**src/rtl/apb3_master_bridge.sv**
```systemverilog
`default_nettype none
// ============================================================================
// Module   : apb3_master_bridge
// Brief    : valid/ready command stream to APB3 requester with timeout and
//            decode-error responses.
// Revision : 1.0
// ============================================================================
module apb3_master_bridge #(
    parameter int NUM_SLAVES     = 16,
    parameter int SEL_LSB        = 12,
    parameter int TIMEOUT_CYCLES = 255
) (
    input  logic        PCLK,
    input  logic        PRESET,
    input  logic        cmd_valid,
    output logic        cmd_ready,
    input  logic        cmd_write,
    input  logic [31:0] cmd_addr,
    input  logic [31:0] cmd_wdata,
    output logic        rsp_valid,
    input  logic        rsp_ready,
    output logic [31:0] rsp_rdata,
    output logic        rsp_slverr,
    output logic        rsp_timeout,
    output logic        rsp_decerr,
    output logic [31:0] PADDR,
    output logic [31:0] PWDATA,
    output logic        PWRITE,
    output logic [15:0] PSEL,
    output logic        PENABLE,
    input  logic [31:0] PRDATA,
    input  logic        PREADY,
    input  logic        PSLVERR
);

    localparam logic [1:0] S_IDLE   = 2'd0;
    localparam logic [1:0] S_SETUP  = 2'd1;
    localparam logic [1:0] S_ACCESS = 2'd2;
    localparam logic [1:0] S_RESP   = 2'd3;

    localparam logic [4:0] c_num_slaves = 5'(NUM_SLAVES);
    localparam logic [7:0] c_tmo_last   = 8'(TIMEOUT_CYCLES - 1);

    logic [1:0] r_state;
    logic [7:0] r_wait;
    logic [3:0] w_idx;
    logic       w_idx_ok;

    assign w_idx     = cmd_addr[SEL_LSB+3:SEL_LSB];
    assign w_idx_ok  = {1'b0, w_idx} < c_num_slaves;
    assign cmd_ready = (r_state == S_IDLE) && !PRESET;

    always_ff @(posedge PCLK) begin
        if (PRESET) begin
            r_state     <= S_IDLE;
            r_wait      <= '0;
            PSEL        <= '0;
            PENABLE     <= 1'b0;
            PWRITE      <= 1'b0;
            PADDR       <= '0;
            PWDATA      <= '0;
            rsp_valid   <= 1'b0;
            rsp_rdata   <= '0;
            rsp_slverr  <= 1'b0;
            rsp_timeout <= 1'b0;
            rsp_decerr  <= 1'b0;
        end else begin
            case (r_state)
                S_IDLE: begin
                    if (cmd_valid) begin
                        if (w_idx_ok) begin
                            r_state <= S_SETUP;
                            r_wait  <= '0;
                            PSEL    <= 16'd1 << w_idx;
                            PADDR   <= cmd_addr;
                            PWRITE  <= cmd_write;
                            PWDATA  <= cmd_write ? cmd_wdata : 32'd0;
                        end else begin
                            // Unpopulated completer: answer without touching the bus
                            r_state    <= S_RESP;
                            rsp_valid  <= 1'b1;
                            rsp_slverr <= 1'b1;
                            rsp_decerr <= 1'b1;
                        end
                    end
                end
                S_SETUP: begin
                    PENABLE <= 1'b1;
                    r_state <= S_ACCESS;
                end
                S_ACCESS: begin
                    if (PREADY) begin
                        r_state    <= S_RESP;
                        PSEL       <= '0;
                        PENABLE    <= 1'b0;
                        rsp_valid  <= 1'b1;
                        rsp_slverr <= PSLVERR;
                        rsp_rdata  <= (!PWRITE && !PSLVERR) ? PRDATA : 32'd0;
                    end else if (r_wait == c_tmo_last) begin
                        // Abort without handshake; the completer never answered
                        r_state     <= S_RESP;
                        PSEL        <= '0;
                        PENABLE     <= 1'b0;
                        rsp_valid   <= 1'b1;
                        rsp_slverr  <= 1'b1;
                        rsp_timeout <= 1'b1;
                        rsp_rdata   <= '0;
                    end else begin
                        r_wait <= r_wait + 8'd1;
                    end
                end
                default: begin
                    if (rsp_ready) begin
                        r_state     <= S_IDLE;
                        rsp_valid   <= 1'b0;
                        rsp_rdata   <= '0;
                        rsp_slverr  <= 1'b0;
                        rsp_timeout <= 1'b0;
                        rsp_decerr  <= 1'b0;
                    end
                end
            endcase
        end
    end

endmodule
`default_nettype wire

```
**config.mk**
```make
export PLATFORM = sky130hd
export DESIGN_NAME = apb3_master_bridge
export DESIGN_NICKNAME = d
export VERILOG_FILES = /design/src/rtl/apb3_master_bridge.sv
export SDC_FILE = /design/constraint.sdc
export NUM_CORES = 1
export LEC_CHECK = 0
export ABC_AREA = 1
export BUFFER_PORTS_ARGS = -buffer_cell sky130_fd_sc_hd__buf_4
export CAP_MARGIN = 20
export CORE_ASPECT_RATIO = 0.8
export CORE_MARGIN = 4
export CORE_UTILIZATION = 51
export DETAILED_ROUTE_END_ITERATION = 8
export GPL_TIMING_DRIVEN = 0
export PLACE_DENSITY = 0.85
export SYNTH_ARGS = -nofsm -noshare
export SYNTH_HDL_FRONTEND = slang
export SYNTH_SLANG_ARGS = --single-unit
```
**constraint.sdc**
```tcl
create_clock -name PCLK -period 3.9 [get_ports PCLK]
set_input_delay 0.585 -clock PCLK [delete_from_list [all_inputs] [get_ports PCLK]]
set_output_delay 0.585 -clock PCLK [all_outputs]
set_load 0.005 [all_outputs]
```
# Word level (Yosys, flattened, before mapping)

Cells that the tools add are included.

$add $sub $neg: 1
Equality and inequality tests: 8
Shifts and indexed selects: 1
Multiplexer cells: 30
Bitwise logic cells: 1
Reduce and logical (&&, ||, !) cells: 18

Operators with widths:

| kind                                                | count |
|---|---|
| two-way mux 32 bit                                  | 5 |
| case mux 32 bit (2 select lines)                    | 1 |
| two-way mux 16 bit                                  | 3 |
| case mux 16 bit (2 select lines)                    | 1 |
| two-way mux 8 bit                                   | 3 |
| case mux 8 bit (2 select lines)                     | 1 |
| << shifter 1 x 4 -> 16 bit, first input constant    | 1 |
| AND reduction 3 bit                                 | 3 |
| adder 8 x 1 -> 8 bit, second input constant         | 1 |
| equality test 8 bit, second input constant          | 1 |
| two-way mux 2 bit                                   | 4 |
| inequality test 2 bit, second input constant        | 4 |
| case mux 1 bit (2 select lines)                     | 4 |
| AND reduction 4 bit                                 | 2 |
| two-way mux 1 bit                                   | 7 |
| case mux 2 bit (3 select lines)                     | 1 |
| nonzero test 2 bit                                  | 3 |
| AND reduction 2 bit                                 | 2 |
| nonzero test 4 bit                                  | 1 |
| zero test 1 bit                                     | 3 |
| inequality test 3 bit, second input constant        | 1 |
| equality test 2 x 1 -> 1 bit, second input constant | 1 |
| equality test 2 bit, second input constant          | 1 |
| logical AND 1 bit                                   | 2 |
| other kinds (3)                                     | 3 |

Bits in registers: 127
Output and inout bits: 119

# Logic depth before layout (Yosys ltp)

Gate-level depths: netlist (run 1).

Depth after elaboration: 5
Depth in mapped cells: 12
Mapped depth without buffers: 11

# Worst setup path after synthesis (run 1)

Ideal clock, no wire load.

Kind: input to output
From: in PRESET
To: out cmd_ready
Arrival: 1.237 ns
Data required time: 3.315 ns
Setup slack: 2.078 ns
Cell stages on the path: 3
Cells stage by stage: clkbuf_1 > clkbuf_1 > nor2_1

Cells in the longest elaborated chain, start to end: 2

Ends and longest elaborated chain:

| what               | line | source |
|---|---|---|
| start: declaration | 14   | `input logic PRESET,` |
| zero test 1 bit    | 51   | `assign cmd_ready = (r_state == S_IDLE) && !PRESET;` |
| logical AND 1 bit  | 51   |  |
| end: declaration   | 16   | `output logic cmd_ready,` |

No other way between the ends.

# Worst setup path after layout (run 1)

Same ends and word-level chain as after synthesis.

==> results of run 1 <==
==> sequential cells by signal (all words and copies together) (netlist names), 2 cells and up <==
signal and cells:
PSEL 16, PWDATA 32, r_wait 8, r_state 2
rsp_rdata 32, PADDR 32
==> per-stage QoR <==
step	util, %	area, um2
3_3_place_gp	71.6	6970
6_report	77.5	7540
4_1_cts	77.5	7540
5_1_grt	77.5	7540
2_1_floorplan	-	5150
3_5_place_dp	71.6	6970
==> metal layers <==
layer	global-route usage [%]	wire length, um
met1	30.4	6130
met2	38.5	6610
met3	9.73	1370
met4	9.06	330
met5	0	0
==> cells in the final DEF, fill, tap and decap left out <==
master,Yosys,final
nand2_1,241,241
buf_4,8,227
nor2_1,178,178
dfxtp_1,127,127
a21oi_1,48,48
o21ai_0,33,33
inv_1,17,17
clkbuf_16,0,17
clkbuf_1,15,16
nor3_1,11,11
buf_2,7,7
buf_6,6,6
nand3_1,6,6
ha_1,6,6
clkinv_2,0,5
buf_1,4,4
inv_2,3,3
nand2_2,3,3
clkinvlp_4,0,3
nor2_2,2,2
clkinv_4,1,2
nand4_1,2,2
xnor2_1,2,2
bufinv_16,0,2
clkbuf_8,0,2
nand3_4,1,1
nor3_2,1,1
nand2_4,1,1
nor3_4,1,1
nand3_2,1,1
xor2_1,1,1
o211ai_1,1,1
a31oi_1,1,1
conb_1,1,1
==> power breakdown <==
part | switching (uW) | internal (uW) | leakage (uW)
clock | 556 | 964 | 0.000277
sequential | 193 | 1660 | 0.00104
combinational | 1030 | 907 | 0.00220
==> how the worst min path moves through the flow <==
| stage | from | endpoint | slack (ns) | depth (start not counted) |
|---|---|---|---|---|
| 2_1_floorplan | rsp_valid$_SDFFE_PP0P_ | rsp_valid$_SDFFE_PP0P_ | 0.46 | 2 |
| 3_3_place_gp | PWDATA[7]$_SDFFE_PP0P_ | PWDATA[7]$_SDFFE_PP0P_ | 0.45 | 2 |
| 3_5_place_dp | PWDATA[13]$_SDFFE_PP0P_ | PWDATA[13]$_SDFFE_PP0P_ | 0.46 | 2 |
| 4_1_cts | cmd_addr[9] | PADDR[9]$_SDFFE_PP0P_ | 0.41 | 3 |
| 5_1_grt | cmd_wdata[28] | PWDATA[28]$_SDFFE_PP0P_ | 0.42 | 3 |
| 6_report | cmd_addr[9] | PADDR[9]$_SDFFE_PP0P_ | 0.42 | 3 |
==> final cells by class <==
class / instances / area [um2]
buffer: 40 / 234
clock buffer: 20 / 457
clock inverter: 11 / 116
fill: 759 / 2190
inverter: 21 / 83.8
multi-input combinational: 541 / 2290
sequential: 127 / 2540
tap: 136 / 170
timing repair buffer: 219 / 1640
==> worst min-delay path, stage by stage <==
cell and delay [ns]:
buf_4 0.07, o21ai_0 0.07, nor2_1 0.07
==> kinds of logic (layout without fill, tap and decap cells) <==
logic type      after synthesis  count (layout)  synth area share (%)
simple gates                448             448                  34.3
flops                       127             127                  49.4
compound gates               83              83                  8.14
buf+inv                      61             311                  6.17
fa+ha+maj                     6               6                  1.46
xor+xnor                      3               3                 0.510
other cells                   1               1                0.0728
==> run_results.csv, run 1 <==
group,metric,value,unit
synth,yosys.area.top_type,"dfxtp_1",
placed_design,dp_cells,1084,
setup_path,crit_cells,4,
cts,h-tree-depth,4,
floorplanning,die_area,11800,um2
power,power_density,704,nW/um2
synth,syn-cell-area,5150,um2
cts,postCtsSetupBuffers,0,
synth,syn_avg_cell_area,7.07,um2
detailed_routing,drc_errors,0,
timing,maxSlewViolCount,0,
floorplanning,io_pins,222,
cts,cts_tree,"built",
timing,worst_pin_slew,0.547,ns
layout,drive_above_1_share,29.0,%
setup_path,r2r_slack,2.04,ns
min_path,min_path_type,"in -> reg",
cts,cts_root_buf,"clkbuf_16",
setup_path,cp.arrival,1.64,ns
layout,diodes,0,
setup_path,crit_required,3.31,ns
timing,fin_crit_sh,57.0,%
floorplanning,placementRows,32,
cts,cts_inserted_buffers,17,
timing,rsz0062_at_grt,"false",
outcome,status,"completed",
setup_path,worst_path_max_delay_cell,"clkbuf_1",
synth,ys.flop_type,"dfxtp_1",
timing,skew,0.00611,ns
placed_design,hpwl,10.6,mm
layout,fin_nets,1076,
synth,seq_area_frac_synth,49.4,%
power,peakVddDrop,0.380,mV
setup_path,r2r-start,"r_state[0]$_SDFFE_PP0P_",
synth,netlist_instances,729,
setup_path,path_delay_family,"buffers and inverters",
cts,clk_latency,0.41,ns
detailed_routing,drt_iter0_drc,399,
global_route,grt_use_total,24.5,%
layout,fin_cells,1115,
setup_path,path_class,"in -> out",
run,cap_violations,0,
floorplanning,start_util,52.9,%
setup_path,cp-start-kind,"primary input",
synth,synth_edf_count,0,
timing,finalHoldViolCount,0,
setup_path,crit_top_cell,"clkbuf_1",
synth,synthArstFlopShare,0,%
power,power.total,5310,uW
timing,finalSetupViolations,0,
timing,fmax,450,MHz
synth,syn-num-nets,838,
floorplanning,coreArea,9730,um2
synth,ys_types,29,
global_route,antenna_found_initial,0,
placed_design,dp_slack,1.65,ns
timing,fin_hold_ws,0.421,ns
cts,path_clk_slew,0.06,ns
setup_path,crit_path_cell_trace,"clkbuf_1 -> clkbuf_1 -> nor2_1 -> buf_4",
detailed_routing,wl_per_cell,13.0,um
layout,area_growth,46.3,%
global_route,overflow,0,
setup_path,crit_fanout,10,
setup_path,cp_slowest_stage_delay,0.41,ns
detailed_routing,via_per_inst,4.74,
synth,yosysTopAreaCellShare,49.4,%
synth,synth_common_cells,"nand2_1, nor2_1, dfxtp_1",
power,leakagePower,0.00352,uW
placed_design,routabilityCongestion,0.817,
timing,min_period,2.22,ns
detailed_routing,wirelength,14.4,mm
synth,synthMostInstantiatedCell,"nand2_1",
global_route,grt_pass1_vias,4914,
setup_path,crit_start,"PRESET",
cts,postCtsHoldBufs,0,
global_route,grt_max_degree,17,
timing,relSlewSlack,63.6,%
synth,ys_ff_latch,127,
cts,post_cts_resized,0,
timing,setup_tns,0,ns
detailed_routing,routed-via-count,5286,
cts,clk_path_buf_depth,2,
placed_design,numPortBuffers,219,
synth,synth_area_leaders,"dfxtp_1, nand2_1, nor2_1",
detailed_routing,ant_nets,0,
setup_path,endpoint,"cmd_ready",
global_route,grt_pass1_wl,23.6,mm
setup_path,cp.buffers_inverters,3,
synth,yosysWarnings,0,
floorplanning,die_x,120,um
cts,cts.sinks,127,
timing,finalWorstSetupSlack,1.68,ns
detailed_routing,firstDrtPassIters,5,
floorplanning,die_y,97.9,um
setup_path,crit_path_end_kind,"output pin",
setup_path,r2r_end,"PADDR[6]$_SDFFE_PP0P_",
setup_path,r2r_cells,8,
Note: power is estimated with default switching activity, not from simulation.
==> inputs of run 2 (changes only) <==
ABC_AREA = 0   (was 1)
CORE_UTILIZATION = 48   (was 51)
PLACE_DENSITY = 0.8   (was 0.85)
clock period = 2.15 ns   (was 3.9 ns; I/O delays follow)
==> run_results.csv, run 2 <==
group,metric,value,unit
detailed_routing,drc_errors,0,
cts,path_clk_slew,0.06,ns
floorplanning,die_area,12500,um2
detailed_routing,routed-via-count,5122,
timing,finalHoldViolCount,0,
global_route,grt_pass1_vias,5157,
layout,drive_above_1_share,33.9,%
timing,fin_crit_sh,94.5,%
layout,n_fill_cell,801,
placed_design,routabilityCongestion,0.857,
setup_path,crit_required,2.48,ns
global_route,grt_pass1_wl,25.1,mm
timing,finalSetupViolations,0,
layout,area_growth,47.0,%
timing,skew,0.00784,ns
cts,h-tree-depth,4,
min_path,min_path_type,"in -> reg",
timing,setup_tns,0,ns
power,leakagePower,0.00323,uW
layout,reg_top3,"PADDR: 32 flops, PWDATA: 32 flops, rsp_rdata: 32 flops",
setup_path,r2r-start,"r_state[0]$_SDFFE_PP0P_",
global_route,grt_use_total,25.6,%
cts,cts_tree,"built",
layout,ff_latch_area,2540,um2
setup_path,r2r_end,"rsp_rdata[8]$_SDFFE_PP0P_",
synth,ys_ff_latch,127,
synth,syn_avg_cell_area,8.74,um2
synth,ys.flop_type,"dfxtp_1",
floorplanning,die_y,101,um
synth,synth_fa_ha_area_share,1.45,%
setup_path,endpoint,"rsp_rdata[8]$_SDFFE_PP0P_",
timing,relSlewSlack,59.2,%
placed_design,numPortBuffers,219,
floorplanning,placementRows,33,
setup_path,crit_start,"r_state[0]$_SDFFE_PP0P_",
power,power_density,1020,nW/um2
floorplanning,io_pins,222,
synth,netlist_instances,593,
synth,synth_edf_count,0,
detailed_routing,firstDrtPassIters,5,
timing,maxSlewViolCount,0,
synth,ys_types,51,
synth,synth-xor-area-share,0,%
placed_design,placed_area,7000,um2
run,cap_violations,0,
synth,syn-num-nets,702,
setup_path,crit_fanout,10,
synth,synth_top_family_by_area,"simple AND/OR/NAND/NOR gates",
synth,synth.area.mux_share,7.73,%
synth,synthMostInstantiatedCell,"nand2_1",
setup_path,r2r_cells,9,
global_route,antenna_found_initial,0,
setup_path,path_class,"reg -> reg",
synth,synthArstFlopShare,0,%
synth,synth-simple-area-share,24.3,%
cts,cts_root_buf,"clkbuf_16",
cts,clk_path_buf_depth,2,
layout,fin_nets,940,
setup_path,cp_slowest_stage_delay,0.38,ns
global_route,grt_max_degree,17,
cts,clk_latency,0.41,ns
cts,cts.sinks,127,
floorplanning,start_util,49.8,%
placed_design,hpwl,12.4,mm
layout,diodes,0,
synth,synth_area_leaders,"dfxtp_1, nand2_1, mux2i_1",
synth,yosysTopAreaCellShare,49.1,%
global_route,overflow,0,
detailed_routing,wirelength,16.5,mm
outcome,status,"completed",
synth,yosysWarnings,0,
detailed_routing,wl_per_cell,16.8,um
layout,final_cell_mix,"buf_4, nand2_1, dfxtp_1",
detailed_routing,via_per_inst,5.21,
setup_path,worst_path_max_delay_cell,"dfxtp_1",
timing,fmax,492,MHz
timing,worst_pin_slew,0.605,ns
power,peakVddDrop,0.711,mV
setup_path,cp.arrival,2.36,ns
cts,cts_inserted_buffers,17,
synth,synth_compound_area_share,12.6,%
cts,postCtsSetupBuffers,0,
synth,yosys.area.top_type,"dfxtp_1",
setup_path,cp-start-kind,"flip-flop",
layout,multi_input_area,2410,um2
synth,syn-cell-area,5180,um2
detailed_routing,drt_iter0_drc,165,
setup_path,crit_path_end_kind,"flip-flop",
timing,min_period,2.03,ns
synth,seq_area_frac_synth,49.1,%
timing,rsz0062_at_grt,"false",
detailed_routing,ant_nets,0,
synth,synth_common_cells,"nand2_1, dfxtp_1, a21oi_1",
setup_path,crit_path_cell_trace,"inv_1 -> ha_1 -> buf_2 -> nor2_2 -> o21a_1 -> and2_1 -> buf_6 -> buf_8 -> mux2i_1",
floorplanning,coreArea,10400,um2
setup_path,r2r_slack,0.12,ns
layout,layout_commonest_cell,"buf_4",
layout,fin_area,7620,um2
floorplanning,die_x,124,um
run 2: cell count changes after synthesis, moves of 7 or more:
cell / previous run / this run
o21ai_0: 33 / 3
a21oi_1: 48 / 74
nand3_1: 6 / 40
mux2i_1: 0 / 40
inv_1: 17 / 6
nand2b_1: 0 / 41
nor2_1: 178 / 7
nand2_1: 241 / 145
clkbuf_1: 15 / 22
run 2: metal layers:
layer	vias to the layer above	track usage (%)	wire length (um)
met1	2389	29.7	6460
li1	2495	-	-
met4	0	9.93	386
met5	-	0	0
met3	27	7.80	1570
met2	211	44.4	8100
run 2: cells by family (layout without fill, tap and decap cells):
logic type,count (synthesis),after routing
simple gates,264,264
buf+inv,49,299
other cells,1,1
flops,127,127
compound gates,106,106
fa+ha+maj,6,6
mux,40,40
run 2: worst min-delay path by stage:
stage                             from                      end  slack [ns]  depth (start not counted)
2_1_floorplan   PWDATA[0]$_SDFFE_PP0P_   PWDATA[0]$_SDFFE_PP0P_        0.45                          2
3_3_place_gp   PWDATA[13]$_SDFFE_PP0P_  PWDATA[13]$_SDFFE_PP0P_        0.44                          2
3_5_place_dp   PWDATA[20]$_SDFFE_PP0P_  PWDATA[20]$_SDFFE_PP0P_        0.44                          2
4_1_cts                   cmd_addr[20]   PADDR[20]$_SDFFE_PP0P_        0.15                          3
5_1_grt                   cmd_addr[20]   PADDR[20]$_SDFFE_PP0P_        0.16                          3
6_report                   cmd_addr[7]    PADDR[7]$_SDFFE_PP0P_        0.16                          3
run 2: worst max-delay path: cells and delay by family, from the launching register on:
kind	cells	cell delay [ns]
buf+inv	4	0.60
simple gates	2	0.39
mux	1	0.20
fa+ha+maj	1	0.20
compound gates	1	0.18
flops	1	0.38
run 2: power breakdown:
| group | internal (uW) | switching (uW) |
|---|---|---|
| clock | 1780 | 1030 |
| sequential | 2610 | 159 |
| combinational | 979 | 1230 |
run 2: stage by stage:
step / hold WS, ns / power, uW / std cells / util [%] / worst slack, ns
2_1_floorplan: 0.448 / 4070 / 593 / - / 0.425
3_5_place_dp: 0.444 / 4960 / 952 / 67.3 / 0.0658
5_1_grt: 0.160 / 8120 / 983 / 73.2 / 0.0183
3_3_place_gp: 0.439 / 4880 / 952 / 67.3 / 0.179
6_report: 0.163 / 7780 / 983 / 73.2 / 0.119
4_1_cts: 0.151 / 7780 / 983 / 72.9 / 0.0000193
run 2: area by class of cell:
type	instances	share of cell area [%]
sequential	127	33.4
buffer	42	3.09
clock buffer	20	6.13
tap	140	2.30
timing repair buffer	219	21.6
clock inverter	11	1.51
multi-input combinational	417	31.7
inverter	7	0.345
run 2: repair_timing:
item | CTS | global route
endpoints found under the setup margin | 1 | 66
gates cloned | 0 | 0
hold buffers | 0 | 0
resized for setup | 1 | 15
